### config.mk
export PLATFORM = sky130hd
export DESIGN_NAME = i2c_slave
export DESIGN_NICKNAME = d
export VERILOG_FILES = /design/src/rtl/i2c_slave.sv
export SDC_FILE = /design/constraint.sdc
export NUM_CORES = 1
export LEC_CHECK = 0
export ABC_AREA = 1
export BUFFER_PORTS_ARGS = -buffer_cell sky130_fd_sc_hd__buf_2
export CAP_MARGIN = 20
export CORE_AREA = 5 5 100 93
export DETAILED_ROUTE_END_ITERATION = 10
export DIE_AREA = 0 0 105 98
export GPL_TIMING_DRIVEN = 0
export PLACE_DENSITY = 0.59
export SETUP_SLACK_MARGIN = 0.02
export SLEW_MARGIN = 0
export SYNTH_ARGS = -nofsm -noshare
export SYNTH_HDL_FRONTEND = slang
export SYNTH_SLANG_ARGS = --single-unit
### constraint.sdc
create_clock -name clk -period 1.9 [get_ports clk]
set_clock_uncertainty 0.1 [all_clocks]
set_input_delay 0.095 -clock clk [delete_from_list [all_inputs] [get_ports clk]]
set_output_delay 0.095 -clock clk [all_outputs]
set_load 0.02 [all_outputs]
### src/rtl/i2c_slave.sv
// Single-address I2C target: oversampled SCL/SDA, START/STOP decode, and a bridge
// from I2C bytes to a register strobe bus (pointer byte, then data; auto-increment reads).
module i2c_slave #(
   parameter logic [6:0]  DEV_ADDR = 7'h50,
   parameter int unsigned SDA_HOLD = 4
) (
   input  logic       clk,
   input  logic       rst_n,
   input  logic       scl_i,
   input  logic       sda_i,
   output logic       sda_o,
   output logic [7:0] reg_addr,
   output logic [7:0] reg_wdata,
   output logic       reg_wr,
   output logic       reg_rd,
   input  logic [7:0] reg_rdata,
   output logic       busy
);

   typedef enum logic [3:0] {
      S_IDLE, S_ADDR, S_ADDR_ACK, S_PTR, S_PTR_ACK,
      S_WR_DATA, S_WR_ACK, S_RD_DATA, S_RD_ACK
   } state_t;

   localparam logic [7:0] HOLD_LD = 8'(SDA_HOLD);

   logic [2:0] scl_q, sda_q;
   state_t     state_q, state_d;
   logic [3:0] bit_cnt_q, bit_cnt_d;
   logic [6:0] rx_q, rx_d;
   logic [7:0] tx_q, tx_d;
   logic       rw_q, rw_d;
   logic       ack_drv_q, ack_drv_d;
   logic [7:0] hold_cnt_q, hold_cnt_d;
   logic       sda_o_q, sda_o_d;
   logic [7:0] reg_addr_q, reg_addr_d;
   logic [7:0] reg_wdata_q, reg_wdata_d;
   logic       reg_wr_q, reg_wr_d;
   logic       reg_rd_q, reg_rd_d;
   logic       rd_next_q, rd_next_d;
   logic [1:0] rd_pipe_q;
   logic       busy_q, busy_d;

   logic       sda_s, scl_rise, scl_fall, start_det, stop_det, hold_fire;
   logic [7:0] rx_byte;

   // Index 1 is the synchronized level, index 2 its previous value for edge detection.
   assign sda_s     = sda_q[1];
   assign scl_rise  = scl_q[1] & ~scl_q[2];
   assign scl_fall  = ~scl_q[1] & scl_q[2];
   assign start_det = scl_q[1] & scl_q[2] & sda_q[2] & ~sda_q[1];
   assign stop_det  = scl_q[1] & scl_q[2] & ~sda_q[2] & sda_q[1];
   assign hold_fire = (hold_cnt_q == 8'd1);
   assign rx_byte   = {rx_q, sda_s};

   always_ff @(posedge clk or negedge rst_n) begin
      if (!rst_n) begin
         scl_q       <= 3'b111;
         sda_q       <= 3'b111;
         state_q     <= S_IDLE;
         bit_cnt_q   <= 4'd0;
         rx_q        <= 7'd0;
         tx_q        <= 8'd0;
         rw_q        <= 1'b0;
         ack_drv_q   <= 1'b0;
         hold_cnt_q  <= 8'd0;
         sda_o_q     <= 1'b1;
         reg_addr_q  <= 8'd0;
         reg_wdata_q <= 8'd0;
         reg_wr_q    <= 1'b0;
         reg_rd_q    <= 1'b0;
         rd_next_q   <= 1'b0;
         rd_pipe_q   <= 2'b00;
         busy_q      <= 1'b0;
      end else begin
         scl_q       <= {scl_q[1:0], scl_i};
         sda_q       <= {sda_q[1:0], sda_i};
         state_q     <= state_d;
         bit_cnt_q   <= bit_cnt_d;
         rx_q        <= rx_d;
         tx_q        <= tx_d;
         rw_q        <= rw_d;
         ack_drv_q   <= ack_drv_d;
         hold_cnt_q  <= hold_cnt_d;
         sda_o_q     <= sda_o_d;
         reg_addr_q  <= reg_addr_d;
         reg_wdata_q <= reg_wdata_d;
         reg_wr_q    <= reg_wr_d;
         reg_rd_q    <= reg_rd_d;
         rd_next_q   <= rd_next_d;
         rd_pipe_q   <= {rd_pipe_q[0], reg_rd_q};
         busy_q      <= busy_d;
      end
   end

   always_comb begin
      state_d     = state_q;
      bit_cnt_d   = bit_cnt_q;
      rx_d        = rx_q;
      tx_d        = tx_q;
      rw_d        = rw_q;
      ack_drv_d   = ack_drv_q;
      sda_o_d     = sda_o_q;
      reg_addr_d  = reg_addr_q;
      reg_wdata_d = reg_wdata_q;
      reg_wr_d    = 1'b0;
      reg_rd_d    = rd_next_q;
      rd_next_d   = 1'b0;
      busy_d      = busy_q;
      hold_cnt_d  = hold_cnt_q;

      if (scl_fall)
         hold_cnt_d = HOLD_LD;
      else if (hold_cnt_q != 8'd0)
         hold_cnt_d = hold_cnt_q - 8'd1;

      // Read data arrives exactly two cycles after the strobe; the write pointer
      // advances the cycle after a write strobe.
      if (rd_pipe_q[1])
         tx_d = reg_rdata;
      if (reg_wr_q)
         reg_addr_d = reg_addr_q + 8'd1;

      if (start_det) begin
         state_d   = S_ADDR;
         bit_cnt_d = 4'd0;
         sda_o_d   = 1'b1;
         busy_d    = 1'b0;
         ack_drv_d = 1'b0;
      end else if (stop_det) begin
         state_d   = S_IDLE;
         bit_cnt_d = 4'd0;
         sda_o_d   = 1'b1;
         busy_d    = 1'b0;
         ack_drv_d = 1'b0;
      end else begin
         case (state_q)
            S_IDLE: ;
            S_ADDR, S_PTR, S_WR_DATA: begin
               if (scl_rise) begin
                  rx_d      = rx_byte[6:0];
                  bit_cnt_d = bit_cnt_q + 4'd1;
                  if (bit_cnt_q == 4'd7) begin
                     bit_cnt_d = 4'd0;
                     ack_drv_d = 1'b0;
                     if (state_q == S_ADDR) begin
                        if (rx_q == DEV_ADDR) begin
                           rw_d     = sda_s;
                           reg_rd_d = sda_s;
                           busy_d   = 1'b1;
                           state_d  = S_ADDR_ACK;
                        end else begin
                           state_d = S_IDLE;
                        end
                     end else if (state_q == S_PTR) begin
                        reg_addr_d = rx_byte;
                        state_d    = S_PTR_ACK;
                     end else begin
                        reg_wdata_d = rx_byte;
                        reg_wr_d    = 1'b1;
                        state_d     = S_WR_ACK;
                     end
                  end
               end
            end
            S_ADDR_ACK, S_PTR_ACK, S_WR_ACK: begin
               // First hold expiry (8th fall) pulls low, second (9th fall) leaves the ACK slot.
               if (hold_fire) begin
                  if (!ack_drv_q) begin
                     sda_o_d   = 1'b0;
                     ack_drv_d = 1'b1;
                  end else begin
                     ack_drv_d = 1'b0;
                     sda_o_d   = 1'b1;
                     bit_cnt_d = 4'd0;
                     if (state_q == S_ADDR_ACK && rw_q) begin
                        sda_o_d = tx_q[7];
                        state_d = S_RD_DATA;
                     end else if (state_q == S_ADDR_ACK) begin
                        state_d = S_PTR;
                     end else begin
                        state_d = S_WR_DATA;
                     end
                  end
               end
            end
            S_RD_DATA: begin
               if (hold_fire) begin
                  if (bit_cnt_q == 4'd7) begin
                     sda_o_d   = 1'b1;
                     bit_cnt_d = 4'd0;
                     ack_drv_d = 1'b0;
                     state_d   = S_RD_ACK;
                  end else begin
                     sda_o_d   = tx_q[6];
                     tx_d      = {tx_q[6:0], 1'b0};
                     bit_cnt_d = bit_cnt_q + 4'd1;
                  end
               end
            end
            S_RD_ACK: begin
               // ack_drv_q marks "master ACKed; next byte starts at the 9th fall".
               if (!ack_drv_q && scl_rise) begin
                  if (!sda_s) begin
                     reg_addr_d = reg_addr_q + 8'd1;
                     rd_next_d  = 1'b1;
                     ack_drv_d  = 1'b1;
                  end else begin
                     busy_d  = 1'b0;
                     state_d = S_IDLE;
                  end
               end else if (ack_drv_q && hold_fire) begin
                  sda_o_d   = tx_q[7];
                  ack_drv_d = 1'b0;
                  bit_cnt_d = 4'd0;
                  state_d   = S_RD_DATA;
               end
            end
            default: state_d = S_IDLE;
         endcase
      end
   end

   assign sda_o     = sda_o_q;
   assign reg_addr  = reg_addr_q;
   assign reg_wdata = reg_wdata_q;
   assign reg_wr    = reg_wr_q;
   assign reg_rd    = reg_rd_q;
   assign busy      = busy_q;

endmodule

== Word level (Yosys, flattened, before mapping) ==
Index checks and enable logic that the tools add are counted.

* Reductions and logical operators: 20
* Bitwise gates (word level): 15
* Add/subtract/negate cells: 3
* Shift operators: 0
* Multipliers: 0
* Divide/modulo/power cells: 0
* Mux-type cells: 94
* Eq/ne operators: 27
* Magnitude comparators: 0

{| class="wikitable"
|+ Operators with widths
! kind !! number
|-
| $mux W8 || 17
|-
| $mux W4 || 21
|-
| $ne A4 B4 Y1 const B || 12
|-
| $mux W1 || 46
|-
| $reduce_and A7 Y1 || 4
|-
| $eq A4 B3 Y1 const B || 5
|-
| $pmux W4 S5 || 1
|-
| $pmux W4 S4 || 1
|-
| $pmux W8 S2 || 1
|-
| $ne A5 B5 Y1 const B || 3
|-
| $reduce_and A9 Y1 || 1
|-
| $add A8 B1 Y8 const B || 1
|-
| $eq A4 B2 Y1 const B || 2
|-
| $eq A8 B1 Y1 const B || 1
|-
| $not A1 Y1 || 8
|-
| $reduce_bool A8 Y1 || 1
|-
| $sub A8 B1 Y8 const B || 1
|-
| $and A1 B1 Y1 || 7
|-
| $eq A7 B7 Y1 const B || 1
|-
| $mux W3 || 2
|-
| $reduce_and A6 Y1 || 1
|-
| $reduce_bool A6 Y1 || 1
|-
| $reduce_or A3 Y1 || 2
|-
| $reduce_and A5 Y1 || 1
|-
| other kinds (15) || 18
|}

* Input port bits: 12
* Memories kept: 0
* Bits in latches: 0
* Memory bits (writable): 0
* Flip-flop bits (word level): 62
* Output and inout port bits: 20
* Bits in read-only memories: 0

== Depth between registers and ports, before layout ==
* Depth in word-level cells: 9
* Mapped depth: 12
* Gate-level depth less buffers: 11

== Least setup slack after synthesis ==
Ideal clock, no wire load.

* Path type: flip-flop to flip-flop
* Start: register reg_addr_q[0] (netlist: reg_addr[0])
* End: register reg_addr_q[6] (netlist: reg_addr[6])
* Setup time: 0.124 ns
* Arrival: 1.413 ns
* Period minus slack after synthesis: 1.637 ns
* Stages on the path, launching flop included: 10
* Slack: 0.263 ns
* Path through: dfrtp_1 > ha_1 > nand2_1 > nor2_1 > nand2_1 > xnor2_1 > o21ai_0 > inv_1 > nand2_1 > nand3_1

* Cells in the longest elaborated chain, start to end: 9

{| class="wikitable"
|+ Ends and longest elaborated chain
! element !! line !! RTL
|-
| start: declaration || 36 || <nowiki>logic [7:0] reg_addr_q, reg_addr_d;</nowiki>
|-
| start signal: assignment || 86 || <nowiki>reg_addr_q <= reg_addr_d;</nowiki>
|-
| $add A8 B1 Y8 * || 122, 205 ||
|-
| $mux W8 || 121 || <nowiki>if (reg_wr_q)</nowiki>
|-
| $mux W8 || 155 || <nowiki>end else if (state_q == S_PTR) begin</nowiki>
|-
| $mux W8 || 146 || <nowiki>if (state_q == S_ADDR) begin</nowiki>
|-
| $mux W8 || 143 || <nowiki>if (bit_cnt_q == 4'd7) begin</nowiki>
|-
| $mux W8 || 140 || <nowiki>if (scl_rise) begin</nowiki>
|-
| $pmux W8 S2 || 137 || <nowiki>case (state_q)</nowiki>
|-
| $mux W8 || 130 || <nowiki>end else if (stop_det) begin</nowiki>
|-
| $mux W8 * || 124 || <nowiki>if (start_det) begin</nowiki>
|-
| via reg_addr_d[6] || 36 ||
|}

Mark *: on every way through the listed nets, which the timed path passes. The rest lies on a longest branch.
A chain may end at the register's enable or synchronous reset.

== Worst setup path after layout ==
* Start: register sda_q[2]
* End: register bit_cnt_q[2]

* Cells in the longest elaborated chain, start to end: 5

{| class="wikitable"
|+ Ends and longest elaborated chain
! element !! line !! RTL
|-
| start: declaration || 27 || <nowiki>logic [2:0] scl_q, sda_q;</nowiki>
|-
| start signal: assignment || 77 || <nowiki>sda_q <= {sda_q[1:0], sda_i};</nowiki>
|-
| $not A1 Y1 || 52 || <nowiki>assign stop_det = scl_q[1] & scl_q[2] & ~sda_q[2] & sda_q[1];</nowiki>
|-
| $and A1 B1 Y1 (2 in series) || 52 ||
|-
| $ne A4 B4 Y1 (no line) (tied with other cells) || -- ||
|-
| $reduce_and A7 Y1 (no line) / $mux W4 (equally long branches) || -- ||
|-
| end signal: assignment || 79 || <nowiki>bit_cnt_q <= bit_cnt_d;</nowiki>
|-
| end: declaration || 29 || <nowiki>logic [3:0] bit_cnt_q, bit_cnt_d;</nowiki>
|}

Several ways; a longest one is shown, not always the timed one.

==> results.toml <==
[yosys]
synth_common_cells = "137 x nand2_1, 56 x inv_1, 55 x dfrtp_1"
synth.top_cell.area_share = 0.3857
synth_warnings = 0
synth_area_mm2 = 0.003568
ys_seq_area_frac = 0.4372
synthArstFlopShare = 1.000
synth_cells = 479
netlist_top_cells_area = "dfrtp_1 39%, nand2_1 14%, o21ai_0 7.2%, nand3_1 6.3%, inv_1 5.9%"
yosys.area.top_type = "dfrtp_1"
synth_cell_types = 33
synth_top_flop_cell = "dfrtp_1"
syn_avg_cell_area_um2 = 7.450
synth_nets = 495
ys_seq_elements = 62
synth_edf_count = 0
synth.most_common_cell = "nand2_1"

[timing]
finalSetupViolCount = 0
finalHoldViolations = 0
maxSlewHeadroom = 0.4836
tightest_slew_ns = 0.7746
drv_slew = 0
rsz0062_at_grt = "true"
fmaxAchievable_mhz = 533.4
whs_ns = 0.01446
layout_min_cycle_time_ns = 1.875
period_share = 0.9868

[global_route]
grt_max_degree = 63
grt_pass1_vias = 3018
grt-ovfl-total = 0
grt_antenna_before_repair = 0
grt_use_total = 0.1676
grt_pass1_wl_um = 14200

[cells_and_area]
area_delta_synth_final_pct = 22.65
layout.nets = 560
drive_above_1_share = 0.2313
multi_input_area_mm2 = 0.001844
regArea_mm2 = 0.001563
final_util = 0.5306
diodes = 0
nFillCells = 813
stdcell_count = 651

[routing]
routed_wl_um = 8479
drt-vias-per-instance = 5.032
route.detailed.drc = 0
dr.first_iter.drc_count = 155
drtAntennaViolNets = 0
drtPass1Iterations = 5
vias = 3276
wl_per_cell_um = 13.02

[placement]
placedCellCount = 612
gp_congestion = 0.8689
hpwl_um = 5949
placement.io_buffers = 31

[setup_path]
cp-start-kind = "register"
critPathKind = "register to register"
cp-end-kind = "register"
crit_path_top_delay_cell = "dfstp_2"
crit_fanout = 4
critPathRequiredTime_ns = 2.07
path_cells = "inv_1, nand4_1, buf_4, nand2_2, buf_4, nor2_1, nand2_1, nor3_2, nand3_1, nand2_1"
crit_buf_inv = 3
arrival_ns = 2.05
max_stage_delay_ns = 0.56
crit_family = "simple AND/OR/NAND/NOR gates"

[clock_tree]
cts_made_buffers = 9
insertion_delay_ns = 0.33
cts_sinks = 62
cts-root-buf = "clkbuf_8"
clk_path_buf_depth = 2
h-tree-depth = 3
clk_pin_slew_ns = 0.07
cts_tree = "yes"

[power]
p_leak_nw = 2.334
vdd_drop_max_mv = 0.5634
pwr_density_cell_mw_per_mm2 = 949.7
total_power_mw = 4.157

[die]
ios = 32
die_y_um = 98
row_count = 32
initial_core_util = 0.4326
dieArea_mm2 = 0.01029
dieWidth_um = 105
core_mm2 = 0.008248

[run]
drv_cap = 0

[min_path]
min_path_type = "primary input to register"

[run_status]
status = "complete, no violations"
cells by family (layout without fill, tap and decap cells):
| family | count (synthesis) | after routing | synth area share |
|---|---|---|---|
| compound gates | 79 | 79 | 0.1238 |
| fa+ha+maj | 4 | 4 | 0.01403 |
| flops | 62 | 62 | 0.4372 |
| xor+xnor | 7 | 7 | 0.01718 |
| simple gates | 258 | 259 | 0.3247 |
| mux | 1 | 1 | 0.002805 |
| buf+inv | 68 | 137 | 0.08029 |
path summary, 6_finish.rpt:
kind | start | endpoint | slack [ns] | depth (start not counted)
min in group asynchronous | rst_n | hold_cnt_q[5] | 0.28 | 2
hold / removal | reg_rdata[2] | tx_q[2] | 0.01 | 5
setup / recovery | sda_q[2] | bit_cnt_q[2] | 0.03 | 10
max in group asynchronous | rst_n | state_q[0] | 0.88 | 2
hold reg to reg | rd_pipe_q[0] | rd_pipe_q[1] | 0.24 | 0
setup reg to reg | sda_q[2] | bit_cnt_q[2] | 0.03 | 10
worst register-to-register path: stages, from the launching register on:
cell	delay (ns)
dfstp_2	0.56
inv_1	0.06
nand4_1	0.20
buf_4	0.16
nand2_2	0.07
buf_4	0.15
nor2_1	0.14
nand2_1	0.10
nor3_2	0.11
nand3_1	0.09
nand2_1	0.08
where the power goes:
group          leakage (nW)  switching, mW  internal [mW]
Sequential            0.784          0.161           1.51
Clock                 0.104          0.493          0.716
Combinational          1.45          0.802          0.472
Total                  2.33           1.46           2.70
metrics by stage:
stage               instance area, um2  TNS (ns)  setup slack, ns
floorplan                         3568         0           0.2633
global placement                  3851   -0.9063          -0.1171
detailed placement                3854    -1.063          -0.1107
global route                      4377   -0.7908         -0.09645
finish                            4377         0          0.02512
CTS                               4212         0          0.03780
layer usage:
metal / global-route usage / wire length, um
met5: 0 / 0
met4: 0.06195 / 120
met3: 0.03040 / 329
met2: 0.2590 / 3855
met1: 0.2350 / 4174
placed cells by master, fill, tap and decap left out, drive strengths merged, types with 3 or more instances in the layout:
cell | netlist | routed
nand2 | 149 | 150
inv | 60 | 60
o21ai | 58 | 58
dfrtp | 55 | 55
nor2 | 52 | 52
nand3 | 49 | 49
buf | 5 | 48
clkbuf | 3 | 19
o211ai | 9 | 9
dlygate4sd3 | 0 | 9
dfstp | 7 | 7
a21oi | 7 | 7
xor2 | 4 | 4
ha | 4 | 4
nand4 | 4 | 4
xnor2 | 3 | 3
registers in the layout, summed over array words and instances, names as in the netlist, 2 cells and up:
| signal | flops |
|---|---|
| scl_q | 3 |
| bit_cnt_q | 4 |
| rd_pipe_q | 2 |
| tx_q | 8 |
| reg_addr | 8 |
| hold_cnt_q | 8 |
| sda_q | 3 |
| state_q | 4 |
| rx_q | 7 |
| reg_wdata | 8 |
area by class of cell:
cell class,instances,area share
plain buffers,8,0.01487
clock buffers,15,0.04031
clock inverters,1,0.006861
inverters,60,0.05146
multi-input cells,350,0.4214
flip-flops and latches,62,0.3571
well taps,102,0.02916
repair buffers,53,0.07890
repair_timing:
action | 4_1_cts | 5_1_grt
setup buffers | 4 | 9
gates cloned | 0 | 1
endpoints found under the setup margin | 21 | 43
hold buffers | 9 | 0
pin swaps | 4 | 8
resized for setup | 8 | 30
endpoints found under the hold margin | 63 | 0
No activity file was read; power rests on OpenSTA's default activity.
